## src/rtl/alu_pkg.sv

```systemverilog
`default_nettype none
// ============================================================================
//  Module      : alu_pkg
//  Description : Shared types and helpers for the pipelined parameterised ALU:
//                opcode encoding, LOGIC function select, sleep-FSM state
//                encoding and the LUT image width helper.
//  Revision    : 1.0  initial release
// ============================================================================
package alu_pkg;

    typedef enum logic [1:0] {
        OP_MUL   = 2'd0,
        OP_ADD   = 2'd1,
        OP_LUT   = 2'd2,
        OP_LOGIC = 2'd3
    } opcode_e;

    // Codes 0 and 3 both select XOR.
    typedef enum logic [1:0] {
        FN_XOR0 = 2'd0,
        FN_AND  = 2'd1,
        FN_OR   = 2'd2,
        FN_XOR  = 2'd3
    } func_e;

    typedef enum logic [1:0] {
        ST_RUN   = 2'd0,
        ST_DRAIN = 2'd1,
        ST_SLEEP = 2'd2,
        ST_WAKE  = 2'd3
    } sleep_state_e;

    // Width of the LUT truth-table image for a given LUT address width.
    function automatic int lut_width(input int aw);
        return 1 << aw;
    endfunction

endpackage : alu_pkg
`default_nettype wire

```

## src/rtl/alu_core.sv

```systemverilog
`default_nettype none
// ============================================================================
//  Module      : alu_core
//  Description : Purely combinational ALU datapath. Produces a 2*NBITS-wide
//                result for MUL, ADD, LUT and LOGIC operations.
//  Ports       : i_a, i_b   NBITS operands
//                i_op       opcode (alu_pkg::opcode_e encoding)
//                i_func     LOGIC select (alu_pkg::func_e encoding)
//                i_lut      LUT truth-table image, 2**LUT_AW bits
//                o_res      2*NBITS result, zero-extended where narrower
//  Revision    : 1.0  initial release
// ============================================================================
module alu_core
    import alu_pkg::*;
#(
    parameter int NBITS  = 8,
    parameter int LUT_AW = 3
) (
    input  logic [NBITS-1:0]             i_a,
    input  logic [NBITS-1:0]             i_b,
    input  logic [1:0]                   i_op,
    input  logic [1:0]                   i_func,
    input  logic [lut_width(LUT_AW)-1:0] i_lut,
    output logic [2*NBITS-1:0]           o_res
);

    localparam int c_RW = 2 * NBITS;

    // Operands widened to the result width so the product and the carry of
    // the sum are kept without truncation.
    logic [c_RW-1:0]  w_a_ext;
    logic [c_RW-1:0]  w_b_ext;
    logic [NBITS-1:0] w_logic;

    assign w_a_ext = {{NBITS{1'b0}}, i_a};
    assign w_b_ext = {{NBITS{1'b0}}, i_b};

    always_comb begin
        w_logic = i_a ^ i_b;
        case (i_func)
            FN_AND:  w_logic = i_a & i_b;
            FN_OR:   w_logic = i_a | i_b;
            default: w_logic = i_a ^ i_b;
        endcase
    end

    always_comb begin
        o_res = '0;
        case (i_op)
            OP_MUL:   o_res = w_a_ext * w_b_ext;
            OP_ADD:   o_res = w_a_ext + w_b_ext;
            OP_LUT:   o_res = {{(c_RW-1){1'b0}}, i_lut[i_a[LUT_AW-1:0]]};
            default:  o_res = {{NBITS{1'b0}}, w_logic};
        endcase
    end

endmodule : alu_core
`default_nettype wire

```

## src/rtl/param_alu_pipe.sv

```systemverilog
`default_nettype none
// ============================================================================
//  Module      : param_alu_pipe
//  Description : Two-stage pipelined ALU with valid/ready handshakes on both
//                sides and a RUN/DRAIN/SLEEP/WAKE power-down FSM.
//                S1 registers the operation, S2 registers the result.
//  Ports       : clk, rst_n            clock, async active-low reset
//                in_valid/in_ready     input handshake
//                A, B, OP_CODE, FuncL  operation (operands, opcode, LOGIC sel)
//                Lut_prog              LUT image, sampled with the operation
//                O/out_valid/out_ready result handshake
//                go_sleep/sleep_ack    1=run, 0=sleep request / drained ack
//  Revision    : 1.0  initial release
// ============================================================================
module param_alu_pipe
    import alu_pkg::*;
#(
    parameter int NBITS  = 8,
    parameter int LUT_AW = 3
) (
    input  logic                         clk,
    input  logic                         rst_n,
    input  logic                         in_valid,
    output logic                         in_ready,
    input  logic [NBITS-1:0]             A,
    input  logic [NBITS-1:0]             B,
    input  logic [1:0]                   OP_CODE,
    input  logic [1:0]                   FuncL,
    input  logic [lut_width(LUT_AW)-1:0] Lut_prog,
    output logic [2*NBITS-1:0]           O,
    output logic                         out_valid,
    input  logic                         out_ready,
    input  logic                         go_sleep,
    output logic                         sleep_ack
);

    localparam int         c_LW       = lut_width(LUT_AW);
    localparam logic [1:0] c_ST_RUN   = ST_RUN;
    localparam logic [1:0] c_ST_DRAIN = ST_DRAIN;
    localparam logic [1:0] c_ST_SLEEP = ST_SLEEP;
    localparam logic [1:0] c_ST_WAKE  = ST_WAKE;

    logic [1:0]         r_state;
    logic [1:0]         w_state_nxt;

    logic               r_s1_vld;
    logic [NBITS-1:0]   r_s1_a;
    logic [NBITS-1:0]   r_s1_b;
    logic [1:0]         r_s1_op;
    logic [1:0]         r_s1_func;
    logic [c_LW-1:0]    r_s1_lut;

    logic               r_s2_vld;
    logic [2*NBITS-1:0] r_s2_o;

    logic [2*NBITS-1:0] w_core_res;
    logic               w_s1_load;
    logic               w_s2_load;

    alu_core #(
        .NBITS  (NBITS),
        .LUT_AW (LUT_AW)
    ) u_core (
        .i_a    (r_s1_a),
        .i_b    (r_s1_b),
        .i_op   (r_s1_op),
        .i_func (r_s1_func),
        .i_lut  (r_s1_lut),
        .o_res  (w_core_res)
    );

    // S2 takes a new result when it is empty or its current one leaves now;
    // S1 drains into S2 on the same condition.
    assign w_s2_load = r_s1_vld && (!r_s2_vld || out_ready);

    // go_sleep is folded in combinationally so an operation presented in the
    // very cycle the sleep request appears is refused. rst_n gating keeps
    // in_ready low for the whole time reset is asserted.
    assign in_ready  = rst_n && go_sleep && (r_state == c_ST_RUN)
                     && (!r_s1_vld || w_s2_load);
    assign w_s1_load = in_valid && in_ready;

    assign out_valid = r_s2_vld;
    assign O         = (r_state == c_ST_SLEEP) ? '0 : r_s2_o;
    assign sleep_ack = (r_state == c_ST_SLEEP);

    always_comb begin
        w_state_nxt = r_state;
        case (r_state)
            c_ST_RUN: begin
                if (!go_sleep) w_state_nxt = c_ST_DRAIN;
            end
            c_ST_DRAIN: begin
                if (go_sleep)                     w_state_nxt = c_ST_RUN;
                else if (!r_s1_vld && !r_s2_vld)  w_state_nxt = c_ST_SLEEP;
            end
            c_ST_SLEEP: begin
                if (go_sleep) w_state_nxt = c_ST_WAKE;
            end
            default: begin
                w_state_nxt = c_ST_RUN;
            end
        endcase
    end

    always_ff @(posedge clk or negedge rst_n) begin
        if (!rst_n) begin
            r_state   <= c_ST_RUN;
            r_s1_vld  <= 1'b0;
            r_s1_a    <= '0;
            r_s1_b    <= '0;
            r_s1_op   <= '0;
            r_s1_func <= '0;
            r_s1_lut  <= '0;
            r_s2_vld  <= 1'b0;
            r_s2_o    <= '0;
        end else begin
            r_state <= w_state_nxt;

            if (w_s1_load) begin
                r_s1_a    <= A;
                r_s1_b    <= B;
                r_s1_op   <= OP_CODE;
                r_s1_func <= FuncL;
                r_s1_lut  <= Lut_prog;
            end

            if (w_s1_load)      r_s1_vld <= 1'b1;
            else if (w_s2_load) r_s1_vld <= 1'b0;

            if (w_s2_load) begin
                r_s2_vld <= 1'b1;
                r_s2_o   <= w_core_res;
            end else if (out_ready) begin
                r_s2_vld <= 1'b0;
            end
        end
    end

endmodule : param_alu_pipe
`default_nettype wire

```

## config.mk

```make
export PLATFORM = sky130hd
export DESIGN_NAME = param_alu_pipe
export DESIGN_NICKNAME = d
export VERILOG_FILES = /design/src/rtl/alu_pkg.sv /design/src/rtl/alu_core.sv /design/src/rtl/param_alu_pipe.sv
export SDC_FILE = /design/constraint.sdc
export NUM_CORES = 1
export LEC_CHECK = 0
export CAP_MARGIN = 10
export CORE_MARGIN = 2
export CORE_UTILIZATION = 51
export CTS_BUF_LIST = sky130_fd_sc_hd__clkbuf_16
export CTS_CLUSTER_SIZE = 14
export DETAILED_ROUTE_END_ITERATION = 7
export HOLD_SLACK_MARGIN = 0.03
export PLACE_DENSITY = 0.76
export SETUP_SLACK_MARGIN = 0.1
export SYNTH_ARGS = -nofsm -noshare
export SYNTH_HDL_FRONTEND = slang
export SYNTH_SLANG_ARGS = --single-unit
```

## constraint.sdc

```tcl
create_clock -name clk -period 4.7 [get_ports clk]
set_clock_uncertainty 0.15 [all_clocks]
set_input_delay 0.94 -clock clk [delete_from_list [all_inputs] [get_ports clk]]
set_output_delay 0.94 -clock clk [all_outputs]
set_load 0.01 [all_outputs]
```

# [Yosys cells after proc, flatten, opt, wreduce, memory -nomap -nowiden]
# Cells that the tools add are included.
[word_totals] ff_bits=48 in_bits=33 out_inout_bits=19
[op_classes] n_addsub=1 multipliers=1 magnitude_cmp=1 n_eq_ne=9 muxes=14 bitwise=3 n_reduce_logical=15
[op_table] cell="$pmux W16 S3" n=1
[op_table] cell="$mul A8 B8 Y16" n=1
[op_table] cell="$mux W16" n=1
[op_table] cell="$pmux W8 S2" n=1
[op_table] cell="$add A8 B8 Y9" n=1
[op_table] cell="$and A8 B8 Y8" n=1
[op_table] cell="$mux W2" n=4
[op_table] cell="$or A8 B8 Y8" n=1
[op_table] cell="$xor A8 B8 Y8" n=1
[op_table] cell="$eq A2 B1 Y1 const B" n=3
[op_table] cell="$eq A2 B2 Y1 const B" n=3
[op_table] cell="$logic_and A1 B1 Y1" n=6
[op_table] cell="$pmux W2 S3" n=1
[op_table] cell="$mux W1" n=5
[op_table] cell="$logic_not A2 Y1" n=2
[op_table] cell="$lt A3 B4 Y1 const B" n=1
[op_table] cell="$ne A2 B2 Y1 const B" n=2
[op_table] cell="$reduce_bool A2 Y1" n=2
[op_table] cell="$bmux W1 S3" n=1
[op_table] cell="$ne A3 B3 Y1 const B" n=1
[op_table] cell="$reduce_and A3 Y1" n=1
[op_table] cell="$logic_not A1 Y1" n=2
[op_table] cell="$logic_or A1 B1 Y1" n=2

# [Logic depth before layout (Yosys ltp)]
[depth] word_depth=7 ltp_mapped=17

# [By module]
# A second synthesis with hierarchy kept.
[unflattened] hier_cells=507 area_unflattened_um2=4959.8
[by_module_without_submodules] mod="alu_core" n_inst=1 cells_per_inst=379 area_per_inst_um2=2951.6 seq_area_each_um2=0.0
[by_module_without_submodules] mod="param_alu_pipe" n_inst=1 cells_per_inst=128 area_per_inst_um2=2008.2 seq_area_each_um2=1201.2

# [Worst setup path before layout]
# No wires, ideal clock.
[synth_timing] kind="flip-flop to flip-flop" startpoint="reg r_s1_a[1]" endpoint="reg r_s2_o[15]" arrival_ns=4.380 path_slack_ns=0.049 stages_incl_launch_ff=15 path_buffers=0 period_less_slack_ns=4.651 path_cell_list="dfrtp_1 > inv_1 > nor2_1 > fa_1 > fa_1 > fa_1 > inv_1 > fa_1 > inv_1 > ha_1 > and3_2 > a221oi_4 > a21oi_2 > or3_1 > a32o_1"
[synth_between] elab_chain_len=2
[synth_lines] element="start, declared" line="param_alu_pipe.sv:47" source="logic [NBITS-1:0] r_s1_a;"
[synth_lines] element="start signal, assigned" line="param_alu_pipe.sv:110" source="r_s1_a <= '0;"
[synth_lines] element="start signal, assigned" line="param_alu_pipe.sv:121" source="r_s1_a <= A;"
[synth_lines] element="$mul A8 B8 Y16" line="alu_core.sv:50" source="OP_MUL: o_res = w_a_ext * w_b_ext;"
[synth_lines] element="$pmux W16 S3" line="alu_core.sv:49" source="case (i_op)"
[synth_lines] element="end signal, assigned" line="param_alu_pipe.sv:133" source="r_s2_o <= w_core_res;"
[synth_lines] element="end, declared" line="param_alu_pipe.sv:54" source="logic [2*NBITS-1:0] r_s2_o;"
# Every way passes these cells.
# A chain may end at the register's enable or synchronous reset.

# [Worst setup path in the final report]
[layout_timing] startpoint="reg r_s1_b[2]" endpoint="reg r_s2_o[14]"
[layout_between] elab_chain_len=2
[layout_lines] element="start, declared" line="param_alu_pipe.sv:48" source="logic [NBITS-1:0] r_s1_b;"
[layout_lines] element="start signal, assigned" line="param_alu_pipe.sv:111" source="r_s1_b <= '0;"
[layout_lines] element="start signal, assigned" line="param_alu_pipe.sv:122" source="r_s1_b <= B;"
[layout_lines] element="$mul A8 B8 Y16" line="alu_core.sv:50"
[layout_lines] element="$pmux W16 S3" line="alu_core.sv:49"
# Every way passes these cells.

==> results.cfg <==
[critical_path]
cp-end-kind = flip-flop
r2r-start = r_s1_b[2]$_DFFE_PN0P_
worstSetupStartpointType = flip-flop
crit_required_ps = 4740
critical_path_class = flip-flop to flip-flop
cp_max_fo = 4
startpoint = r_s1_b[2]$_DFFE_PN0P_
arrival_ps = 4520

[drt]
drt_iter0_drc = 129
wirelength_um = 11700
drc_errors = 0
detail_route.wl_per_cell_um = 16.7
viasPerCell = 5.49
drt_first_pass_iters = 4
ant_nets = 0
vias = 3827

[sta]
fin_crit_sh_pct = 95.2
finalSetupViolCount = 0
fin_crit_ps = 4480
maxSlewHeadroom_pct = 52.9
slew_viol_final = 0
worst_pin_slew_ps = 705
rsz0062_at_grt = true
hold_viol = 0
max_freq_ghz = 0.223
fin_ws_ps = 224
finalSetupTns_ps = 0

[synth]
syn_inst = 509
synth_mux_area_share_pct = 8.20
synth-simple-area-share_pct = 14.3
synth_compound_area_share_pct = 12.6
synthAdderAreaFrac_pct = 29.8
synth_area_per_cell_um2 = 9.35
synth-edff-count = 0
yosys_warnings = 0
yosys_most_used_dff = dfrtp_1
synth-async-reset-ratio_pct = 100
ys_seq_area_share_pct = 25.2
syn_nets = 633
synthXorXnorAreaFrac_pct = 2.58
ys_types = 49
syn_area_mm2 = 0.00476
synth_seq_cells = 48
synth_top_family_by_area = adder cells

[hold_path]
hold_path.class = flip-flop to flip-flop
min_from = r_s2_o[14]$_DFFE_PN0P_

[die]
die-area_mm2 = 0.0101
die_width_um = 101
die_h_um = 101
io_pins = 52
fp-row-count = 35
start_util_pct = 52.0
core_mm2 = 0.00915

[grt]
grt_pass1_vias = 4070
antenna_found_initial = 0
grt_first_pass_wirelength_um = 19600
track_usage_pct = 24.5
grt_overflow = 0
grt_max_degree = 49

[outcome]
status = finished clean

[clock_tree]
clkSinkCount = 48
htree_levels = 2
clk_transition_reported_paths_ps = 70
clock_latency_ps = 300
cts_buffer_depth = 2
cts_tree = yes
cts_made_buffers = 5
root_buffer = clkbuf_16
postCtsHoldBufs = 0

[placed_design]
port_buffers = 51
hpwl_um = 9270
gp_congestion = 0.918
placed_area_mm2 = 0.00546
dp_worst_setup_slack_ps = 2.09
place_inst = 673

[final_layout]
fill_cells = 773
layout_common_cells = inv_1 (59), clkdlybuf4s50_1 (50), ha_1 (47)
diodes = 0
final_nets = 709
fin_area_mm2 = 0.00591
layout_commonest_cell = inv_1
fin_cells = 697
drive_gt1_share_pct = 21.3
area_growth_pct = 24.3

[job]
drv_cap = 0
-- per-layer routing --
metal,track usage [%],share of wire (%),up-vias
met5,0,0,-
met4,6.11,1.9,0
li1,-,-,1842
met1,31.4,44,1858
met2,43.0,49,106
met3,4.30,4.9,21
-- cell families (layout without fill, tap and decap cells) --
| family | after synthesis | count (layout) |
|---|---|---|
| DFF | 48 | 48 |
| muxes | 33 | 33 |
| xor gates and xnor gates | 14 | 14 |
| adders and majority gates | 91 | 91 |
| buffers and inverters | 90 | 167 |
| AOI/OAI and AO/OA | 84 | 84 |
| and+or+nand+nor | 149 | 149 |
-- sequential cells by signal, summed over array words and instances (netlist names) --
register   count
out_valid      1
r_s1_a         8
r_s1_b         8
r_s1_func      2
r_s1_lut       8
r_s1_op        2
r_s1_vld       1
r_s2_o        16
r_state        2
-- repair_timing --
| item | 4_1_cts | 5_1_grt |
|---|---|---|
| setup endpoints to repair | 6 | 6 |
| pin swaps | 0 | 22 |
| buffers inserted | 5 | 11 |
| gates resized for setup | 12 | 50 |
-- cell type report --
class	instances	area (um^2)	share of cell area [%]
tap	111	139	2.35
multi-input combinational	371	3350	56.7
clock inverter	3	26.3	0.444
timing repair buffer	84	761	12.9
inverter	75	299	5.06
clock buffer	5	125	2.12
sequential	48	1210	20.5
-- cells in the mapped netlist, drive strengths merged (5+ instances only) --
library cell  number  area [um^2]
nor3               5         25.0
a221oi             6         70.1
nand4              5         31.3
a21oi             24          124
o21ai             14         70.1
nor2              52          195
and2              18          113
xnor2              7         61.3
a31oi              5         31.3
nand2b             8         50.1
dfrtp             48         1200
xor2               7         61.3
clkbuf            11         41.3
fa                37          741
mux2              28          315
inv               72          270
a21o               7         52.6
nand2             47          176
ha                54          676
-- metrics by stage --
stage          utilization (%)  hold slack [ps]
2_1_floorplan                -              285
3_3_place_gp              59.7              308
3_5_place_dp              59.7              312
4_1_cts                   61.9              328
5_1_grt                   64.6              356
6_report                  64.6              330
-- worst paths after layout --
kind	endpoint	slack [ps]	depth (start not counted)
worst max-delay path	r_s2_o[14]$_DFFE_PN0P_	220	16
worst min-delay path	r_s2_o[14]$_DFFE_PN0P_	330	2
worst max register to register	r_s2_o[14]$_DFFE_PN0P_	220	16
worst min register to register	r_s2_o[14]$_DFFE_PN0P_	330	2
max in group asynchronous	r_s1_b[5]$_DFFE_PN0P_	3300	2
min in group asynchronous	r_s1_a[3]$_DFFE_PN0P_	670	2
-- critical path, stage by stage (launching register included) --
cell	delay [ps]
dfrtp_2	450
clkinv_4	80
buf_4	110
nor2_1	40
fa_2	360
fa_1	540
inv_1	50
fa_1	470
fa_1	550
inv_1	40
ha_1	310
buf_4	170
a31oi_2	240
a211oi_2	110
a211oi_2	260
xor2_1	130
o41ai_2	290
Power is left out: the tool's default activity adds up to more than one toggle a clock period on the data nets, which glitch-free logic cannot reach.
==> patch: new RTL, config.mk and constraints unchanged <==
`NBITS` is set to 8 in 2 places; all go to 6.
--- a/src/rtl/alu_core.sv
+++ b/src/rtl/alu_core.sv
@@ -15,3 +15,3 @@
 #(
-    parameter int NBITS  = 8,
+    parameter int NBITS  = 6,
     parameter int LUT_AW = 3
--- a/src/rtl/param_alu_pipe.sv
+++ b/src/rtl/param_alu_pipe.sv
@@ -17,3 +17,3 @@
 #(
-    parameter int NBITS  = 8,
+    parameter int NBITS  = 6,
     parameter int LUT_AW = 3
Ports: changed (resized A, B and O); port bits go from 52 to 44. No check against the original RTL was run, so the function may have changed too.
==> patch against the original RTL <==
Worst setup slack gained 0.63 ns; area after synthesis down 29%; sequential cell count decreased by 8; first-iteration DRC count up 24%; wire length decreased by 40%; cell area is 32% lower; die area fell by 28%; highest routed layer unchanged.
Power is not shown: default switching activity piles up to over one toggle a cycle in this logic, so the estimate is an artifact.
==> patch: results (changes against the original RTL) <==
- Status: finished clean
- Top cells by area, synth: dfrtp_1 (29%), ha_1 (13%), fa_1 (11%), mux2_4 (8.4%), inv_1 (5.5%)
- Fraction of layout cells with a size suffix above 1: 0.0990 (-0.114)
- Largest net degree at the start of global routing: 41 (-16%)
- Post-cts sizing count: 0 (-12)
- Fmax: 260 MHz (+16%)
- Worst-case clock buffer depth: 2 (unchanged)
- Fin cells: 471 (-32%)
- Skew-Pair Late Insertion Delay: 0.28 ns (-0.02 ns)
- M2 GR Usage: 0.359 (-0.0711)
- Met3 usage: 0.0375 (-0.00546)
- Detailed Place HPWL: 5530 um (-40%)
- Placed cells: 463 (-31%)
- Initial antenna violation count: 0 (unchanged)
- Synth async-reset ratio: 1.00 (unchanged)
- Critical Path Fanout Max: 8 (+4)
- Mean Syn Cell Area: 9.66 um2 (+3.3%)
- Max_slew headroom: 0.568 (+0.0399)
- Synth cell types: 45 (-8.2%)
- Top FF cell, synth: dfrtp_1
- Routed WL: 7010 um (-40%)
- FILL cells: 537 (-31%)
- Register clock-pin slew on the reported worst setup and hold paths: 0.06 ns
- Most frequent cells after synthesis: inv_1 (50), dfrtp_1 (40), nand2_1 (39)
- Final GP Congestion: 0.926 (+0.81%)
- Total CTS buffers: 5 (unchanged)
- CTS H-tree lvls: 2 (unchanged)
- Worst EP arrival: 3.87 ns (-0.65 ns)
- First-pass GRT wire length: 12,700 um (-35%)
- Port Buffers: 43 (-16%)
- Initial DRC Count: 160 (+24%)
- Sequential cell area fraction in the yosys report: 0.294 (+0.0420)
- Post-CTS setup buffers: 0 (-5)
- Syn_nets: 433 (-32%)
- Biggest regs: r_s2_o: 12 flops, r_s1_lut: 8 flops
- Ys Warns: 0 (unchanged)
- Vias in the first global route: 2,681 (-34%)
- GRT met1 Usage: 0.293 (-0.0219)
- Vias per cell: 5.54 (+0.92%)
- All-Layer GR Usage: 0.216 (-0.0294)
- Antenna cells: 0 (unchanged)
- HP Class: flop to flop
## patch: changes by cell type after synthesis, moves of 5 or more
cell	unedited run	this run
mux2_2	28	5
inv_1	72	50
ha_1	54	34
nor2_1	52	32
fa_1	37	18
mux2_4	0	19
a21oi_1	23	11
dfrtp_1	48	40
nand2_1	47	39
and2_1	18	12
nand4_1	5	0
## patch: layer usage
metal | routed length [um] | up-vias
li1 | - | 1262
met1 | 3140 | 1254
met2 | 3360 | 80
met3 | 401 | 14
met4 | 112 | 0
met5 | 0 | -
## patch: final cells by class
type | instances | area share
clock buffers | 5 | 0.0309
clock inverters | 3 | 0.0114
inverters | 50 | 0.0464
multi-input cells | 252 | 0.533
flip-flops and latches | 40 | 0.247
well taps | 77 | 0.0238
repair buffers | 44 | 0.107
## patch: cell families (layout without fill, tap and decap cells)
family                   Yosys count  in the layout  share of synthesized area
AND/OR/NAND/NOR                  104            104                      0.142
buffers and inverters             60            102                     0.0707
XOR/XNOR                           6              6                     0.0155
multiplexers                      28             28                      0.120
AO/OA/AOI/OAI                     62             62                      0.126
adder cells (fa/ha/maj)           52             52                      0.231
flip-flops                        40             40                      0.294
## patch: worst paths after layout
path / start / endpoint / slack, ns / cells after the start
worst max-delay path: r_s1_a[1]$_DFFE_PN0P_ / r_s2_o[8]$_DFFE_PN0P_ / 0.85 / 11
worst max register to register: r_s1_a[1]$_DFFE_PN0P_ / r_s2_o[8]$_DFFE_PN0P_ / 0.85 / 11
min in group asynchronous: rst_n / r_s1_lut[3]$_DFFE_PN0P_ / 0.58 / 2
worst min register to register: r_s2_o[7]$_DFFE_PN0P_ / r_s2_o[7]$_DFFE_PN0P_ / 0.32 / 2
max in group asynchronous: rst_n / r_s2_o[6]$_DFFE_PN0P_ / 3.48 / 2
worst min-delay path: r_s2_o[7]$_DFFE_PN0P_ / r_s2_o[7]$_DFFE_PN0P_ / 0.32 / 2
## patch: critical path: stages (launching register included)
cell and delay (ns):
dfrtp_1 0.52, nand2_1 0.15, fa_1 0.54, fa_1 0.53, fa_1 0.54, inv_1 0.04, ha_1 0.24, a211oi_1 0.37
o21bai_1 0.13, a21oi_1 0.19, xor2_1 0.09, o41ai_1 0.25
## patch: metrics by stage
| step | worst slack, ns | instance area [um2] | hold slack, ns |
|---|---|---|---|
| 4_1_cts | 0.837 | 4050 | 0.322 |
| 3_5_place_dp | 0.857 | 3880 | 0.307 |
| 3_3_place_gp | 0.979 | 3880 | 0.303 |
| 2_1_floorplan | 1.14 | 3400 | 0.285 |
| 5_1_grt | 0.533 | 4050 | 0.352 |
| 6_report | 0.851 | 4050 | 0.321 |
